===== src/rtl/opr1_sequencer.sv =====
// PDP-8 Group 1 operate sequencer: captures IR/AC/Link and steps through the
// enabled micro-operations (clear, complement, increment, rotate/swap) in event order.

module opr1_clorin (
  input  logic [11:0] a,
  input  logic [11:0] d,
  input  logic        clr,
  input  logic        dor,
  input  logic        inv,
  output logic [11:0] y
);

  assign y = ((clr ? 12'd0 : a) | (dor ? d : 12'd0)) ^ {12{inv}};

endmodule

module opr1_sequencer (
  input  logic        CLK,
  input  logic        RESET_,
  input  logic        START,
  input  logic [11:0] IR,
  input  logic [11:0] AC_IN,
  input  logic        L_IN,
  output logic [11:0] AC_OUT,
  output logic        L_OUT,
  output logic        AC_LD,
  output logic        BUSY,
  output logic        DONE,
  output logic        ERR
);

  typedef enum logic [2:0] {
    S_IDLE, S_CLEAR, S_COMPL, S_INCR, S_ROT1, S_ROT2, S_FIN, S_ERRS
  } state_e;

  state_e      state_q, state_d;
  logic [11:0] wac_q, wac_d;
  logic        wl_q, wl_d;
  logic [7:0]  wir_q, wir_d;
  logic [11:0] ac_out_q, ac_out_d;
  logic        l_out_q, l_out_d;
  logic        ac_ld_q, ac_ld_d;
  logic        busy_q, busy_d;
  logic        done_q, done_d;
  logic        err_q, err_d;

  logic [11:0] clorin_y;
  logic        clr_en, inv_en;
  logic [12:0] inc;
  logic [12:0] rot_r, rot_l;

  // First enabled micro-operation stage strictly after stage s; FIN when none remain.
  function automatic state_e next_after(input state_e s, input logic [7:0] ir);
    logic rot_en;
    rot_en = (ir[3] ^ ir[2]) | (~ir[3] & ~ir[2] & ir[1]);
    if (s == S_IDLE && (ir[7] | ir[6]))                   return S_CLEAR;
    if (s <= S_CLEAR && (ir[5] | ir[4]))                  return S_COMPL;
    if (s <= S_COMPL && ir[0])                            return S_INCR;
    if (s <= S_INCR && rot_en)                            return S_ROT1;
    return S_FIN;
  endfunction

  assign clr_en = (state_q == S_CLEAR) & wir_q[7];
  assign inv_en = (state_q == S_COMPL) & wir_q[5];

  opr1_clorin u_clorin (
    .a   (wac_q),
    .d   (12'd0),
    .clr (clr_en),
    .dor (1'b0),
    .inv (inv_en),
    .y   (clorin_y)
  );

  // {link, ac} treated as one 13-bit word for the rotates.
  assign rot_r = {wac_q[0], wl_q, wac_q[11:1]};
  assign rot_l = {wac_q, wl_q};

  // NOTE: every signal assigned here gets a default first, so no path leaves it
  // holding a value and no latch is inferred.
  always_comb begin
    state_d = state_q;
    wac_d   = wac_q;
    wl_d    = wl_q;
    wir_d   = wir_q;
    inc     = {1'b0, wac_q} + 13'd1;

    case (state_q)
      S_IDLE: begin
        if (START) begin
          wir_d = IR[7:0];
          wac_d = AC_IN;
          wl_d  = L_IN;
          if (IR[11:8] != 4'b1110) state_d = S_ERRS;
          else                     state_d = next_after(S_IDLE, IR[7:0]);
        end
      end
      S_CLEAR: begin
        wac_d   = clorin_y;
        if (wir_q[6]) wl_d = 1'b0;
        state_d = next_after(S_CLEAR, wir_q);
      end
      S_COMPL: begin
        wac_d   = clorin_y;
        if (wir_q[4]) wl_d = ~wl_q;
        state_d = next_after(S_COMPL, wir_q);
      end
      S_INCR: begin
        wac_d   = inc[11:0];
        if (inc[12]) wl_d = ~wl_q;
        state_d = next_after(S_INCR, wir_q);
      end
      S_ROT1: begin
        if (~wir_q[3] & ~wir_q[2]) wac_d = {wac_q[5:0], wac_q[11:6]};
        else if (wir_q[3])         {wl_d, wac_d} = rot_r;
        else                       {wl_d, wac_d} = rot_l;
        state_d = (wir_q[1] & (wir_q[3] ^ wir_q[2])) ? S_ROT2 : S_FIN;
      end
      S_ROT2: begin
        if (wir_q[3]) {wl_d, wac_d} = rot_r;
        else          {wl_d, wac_d} = rot_l;
        state_d = S_FIN;
      end
      default: state_d = S_IDLE;
    endcase

    // Outputs are registered copies of what the next state will present.
    done_d   = (state_d == S_FIN);
    ac_ld_d  = (state_d == S_FIN);
    err_d    = (state_d == S_ERRS);
    busy_d   = (state_d != S_IDLE);
    ac_out_d = (state_d == S_FIN) ? wac_d : 12'd0;
    l_out_d  = (state_d == S_FIN) ? wl_d : 1'b0;
  end

  // NOTE: sequential state uses non-blocking assignments only; the working
  // registers are plain flops, so they are cleared by reset like everything else.
  always_ff @(posedge CLK or negedge RESET_) begin
    if (!RESET_) begin
      state_q  <= S_IDLE;
      wac_q    <= 12'd0;
      wl_q     <= 1'b0;
      wir_q    <= 8'd0;
      ac_out_q <= 12'd0;
      l_out_q  <= 1'b0;
      ac_ld_q  <= 1'b0;
      busy_q   <= 1'b0;
      done_q   <= 1'b0;
      err_q    <= 1'b0;
    end else begin
      state_q  <= state_d;
      wac_q    <= wac_d;
      wl_q     <= wl_d;
      wir_q    <= wir_d;
      ac_out_q <= ac_out_d;
      l_out_q  <= l_out_d;
      ac_ld_q  <= ac_ld_d;
      busy_q   <= busy_d;
      done_q   <= done_d;
      err_q    <= err_d;
    end
  end

  assign AC_OUT = ac_out_q;
  assign L_OUT  = l_out_q;
  assign AC_LD  = ac_ld_q;
  assign BUSY   = busy_q;
  assign DONE   = done_q;
  assign ERR    = err_q;

endmodule


===== config.mk =====
export PLATFORM = sky130hd
export DESIGN_NAME = opr1_sequencer
export DESIGN_NICKNAME = d
export VERILOG_FILES = /design/src/rtl/opr1_sequencer.sv
export SDC_FILE = /design/constraint.sdc
export NUM_CORES = 1
export LEC_CHECK = 0
export CAP_MARGIN = 20
export CORE_UTILIZATION = 30
export DETAILED_ROUTE_END_ITERATION = 7
export GPL_TIMING_DRIVEN = 0
export SETUP_SLACK_MARGIN = 0.05
export SLEW_MARGIN = 20
export SYNTH_ARGS = -nofsm -noshare
export SYNTH_HDL_FRONTEND = slang
export SYNTH_SLANG_ARGS = --single-unit

===== constraint.sdc =====
create_clock -name CLK -period 2.2 [get_ports CLK]
set_input_delay 0.22 -clock CLK [delete_from_list [all_inputs] [get_ports CLK]]
set_output_delay 0.22 -clock CLK [all_outputs]
set_load 0.05 [all_outputs]

==> run metrics <==
CP delay by family, top=buffers and inverters; CTS root buf=clkbuf_8; Crit path required time=approximately 2.4 ns; RSZ-0062 raised after global routing=no; first-pass GRT wire length=13010 microns; setup TNS=0 ns; Crit Path Max Fanout=10; number of synthesized flops with an enable pin=0; Detailed Routing Iterations Pass 1=4; grt ovf=0; die area=0.009792 sq mm; area share of the largest cell type after synthesis=35.49%; CP Depth=11; CP most frequent cell=buf_6; async set or reset register ratio after synthesis=100.0%; Slowest cell on crit path=dfrtp_1; critical path launch point type=flip-flop; total wire length=between 8000 and 9000 microns; critical path class=reg2reg; post-DR vias/cell=roughly 5.5; Placed Area=0.003415 sq mm; Tot GR Track Use=roughly 17%; Rows=35; vias in the first global route=approximately 2500; Netlist Area Pre-Place=0.002820 sq mm; Synth-to-Final Area Change=33.32%; CTS tree=yes; via count=~2600; power per cell area=~1600 mW/mm^2; I/O pin total=45; wire per inst=17.68 microns; clk sinks=40; CP cell instances=buf_6 -> buf_12 -> inv_1 -> ha_4 -> nor2b_4 -> buf_6 -> or2_4 -> buf_6 -> o221ai_1 -> a221o_1 -> nor2b_1; yosys warns=0; fin cells=about 470; f_max=just under 500 MHz; area of the multi-input gates=0.001713 sq mm; R2R Setup Slk=around 0.13 ns; Slew Limit Headroom=a little under two thirds; Crit path buffers/inverters=5; Layout Skew=between 0.005 and 0.006 ns; H-tree Lvls=2; antenna violations before repair=0; RD Place Congestion=about 0.9; Avg Cell Area, Syn=approximately 9.3 sq um; Synth cell types=a little over 70; Crit path largest cell delay=approximately 0.38 ns; Post-Syn Nets=334; R2R depth=11; Initial DRC Count=roughly 190; Mapped Cells=roughly 300; TritonCTS Buffers=5; # diodes=0; post-route ant nets=0; Max Used Layer=met4; R2R Path Start=wir_q[3]$_DFFE_PN0P_; core area=slightly above 0.009 sq mm; starting density of the core=between 30% and 40%; WP data arrival=about 2.3 ns; final-stage net count=~390; largest net degree at the start of global routing=22; Synth Flop Type=dfrtp_1; most area-consuming cells after synthesis=dfrtp_1, mux2i_1, mux2_2, a21oi_1, o21ai_0; Worst-Skew Late Latency=around 0.30 ns; final hold slack=roughly 0.43 ns; Hold Crit Class=in2async; Routed met3 length=about 470 microns; die height=around 99 microns; leakage power=about 1.6 nW; register area=about 0.001 sq mm; Setup crit end kind=flip-flop; M1 WL=approximately 3700 microns; Tcrit/Tclk final=between 90% and 100%; max cap viols=0; die width=roughly 99 microns; Crit. Startpoint=wir_q[3]$_DFFE_PN0P_; final hold violations=0; final setup vio count=0; worst vdd rail ir drop=slightly below 0.6 mV; sequential fraction of the synthesis area=35.49%; flops & latches, synth=40; clock-pin slew on the worst setup and hold paths=0.08 ns; FILL cells=a little over 900; Tmin final=just over 2 ns; cell taking the most area after synthesis=dfrtp_1; Slew Viols, Final=0; DPL Wire Length=roughly 6000 microns; Final Instance Area=0.003760 sq mm; status=finished clean; fin util=roughly two fifths; Residual DRC=0; Clock Path Buffers=2; WL met2=3968 microns; worst-margin pin slew=approximately 0.55 ns; Placed Instances=458; proportion of layout cells with a drive suffix above 1=between 20% and 30%; number of port buffers=43
==> per-layer routing <==
metal	vias up	track usage, %
li1	1223	-
met1	1269	22.67
met2	104	27.65
met3	14	2.624
met4	0	5.741
met5	-	0
==> cell usage after synthesis (6+ instances only) <==
cell and count:
nor3_1 8, nand2_1 22, inv_1 13, o21ai_0 17
mux2i_1 22, nor2b_1 8, buf_2 9, clkbuf_1 10
nor2_1 16, buf_4 6, a21oi_1 21, dfrtp_1 40
mux2_2 10
==> through the flow <==
stage | worst slack [ns] | power, mW
after global routing | 0.04842 | 6.510
after CTS | 0.06495 | 5.840
after detailed placement | -0.3190 | 4.884
after global placement | -0.3037 | 4.826
after floorplan | 0.06918 | 3.932
final | 0.1269 | 6.114
==> layout by cell type (no fill, tap or decap), drive strengths merged, types with 4 or more instances in the layout <==
cell	Yosys	routed
a21oi	21	21
buf	19	29
clkbuf	12	17
clkdlybuf4s50	0	42
dfrtp	40	40
inv	14	14
mux2	10	10
mux2i	22	22
nand2	23	23
nor2	16	16
nor2b	9	9
nor3	11	11
nor3b	6	6
o2111ai	4	4
o21ai	18	18
o22ai	4	4
or3	4	4
xor2	4	4
==> final timing paths <==
check,end
max,L_OUT$_DFF_PN0_
min,wac_q[3]$_DFF_PN0_
max reg2reg,L_OUT$_DFF_PN0_
min reg2reg,wir_q[2]$_DFFE_PN0P_
max in group asynchronous,wir_q[0]$_DFFE_PN0P_
min in group CLK,ERR$_DFF_PN0_
==> power breakdown <==
part	leakage, nW	switching [mW]	internal [mW]
clock	0.0645	0.268	0.400
combinational	1.02	2.40	1.77
sequential	0.501	0.219	1.06
total	1.58	2.89	3.23
==> cells by family after synthesis <==
logic type	share of synthesized area, %
AND/OR/NAND/NOR	20.05
AO/OA/AOI/OAI	21.38
buffers and inverters	8.074
flip-flops	35.49
multiplexers	11.80
XOR/XNOR	1.863
adder cells (fa/ha/maj)	1.331
==> what timing repair did <==
action                                 CTS  global route
cloned                                   1             1
buffers inserted                         2             2
setup endpoints to repair               25            20
pin swaps                                4             5
hold buffers                             1             0
resized for setup                       22            17
endpoints found under the hold margin   20             0
==> state kept, by name, summed over array words and instances (netlist names), 3 cells and up <==
name / count
AC_OUT: 12
state_q: 3
wac_q: 12
wir_q: 8
==> final cells by class <==
class / instances / share of cell area (%)
flip-flops and latches: 40 / 26.66
repair buffers: 51 / 13.71
multi-input cells: 218 / 45.56
well taps: 111 / 3.694
plain buffers: 31 / 5.624
inverters: 14 / 1.398
clock buffers: 7 / 2.562
clock inverters: 1 / 0.7987
Power figures use the tool's default switching activity.
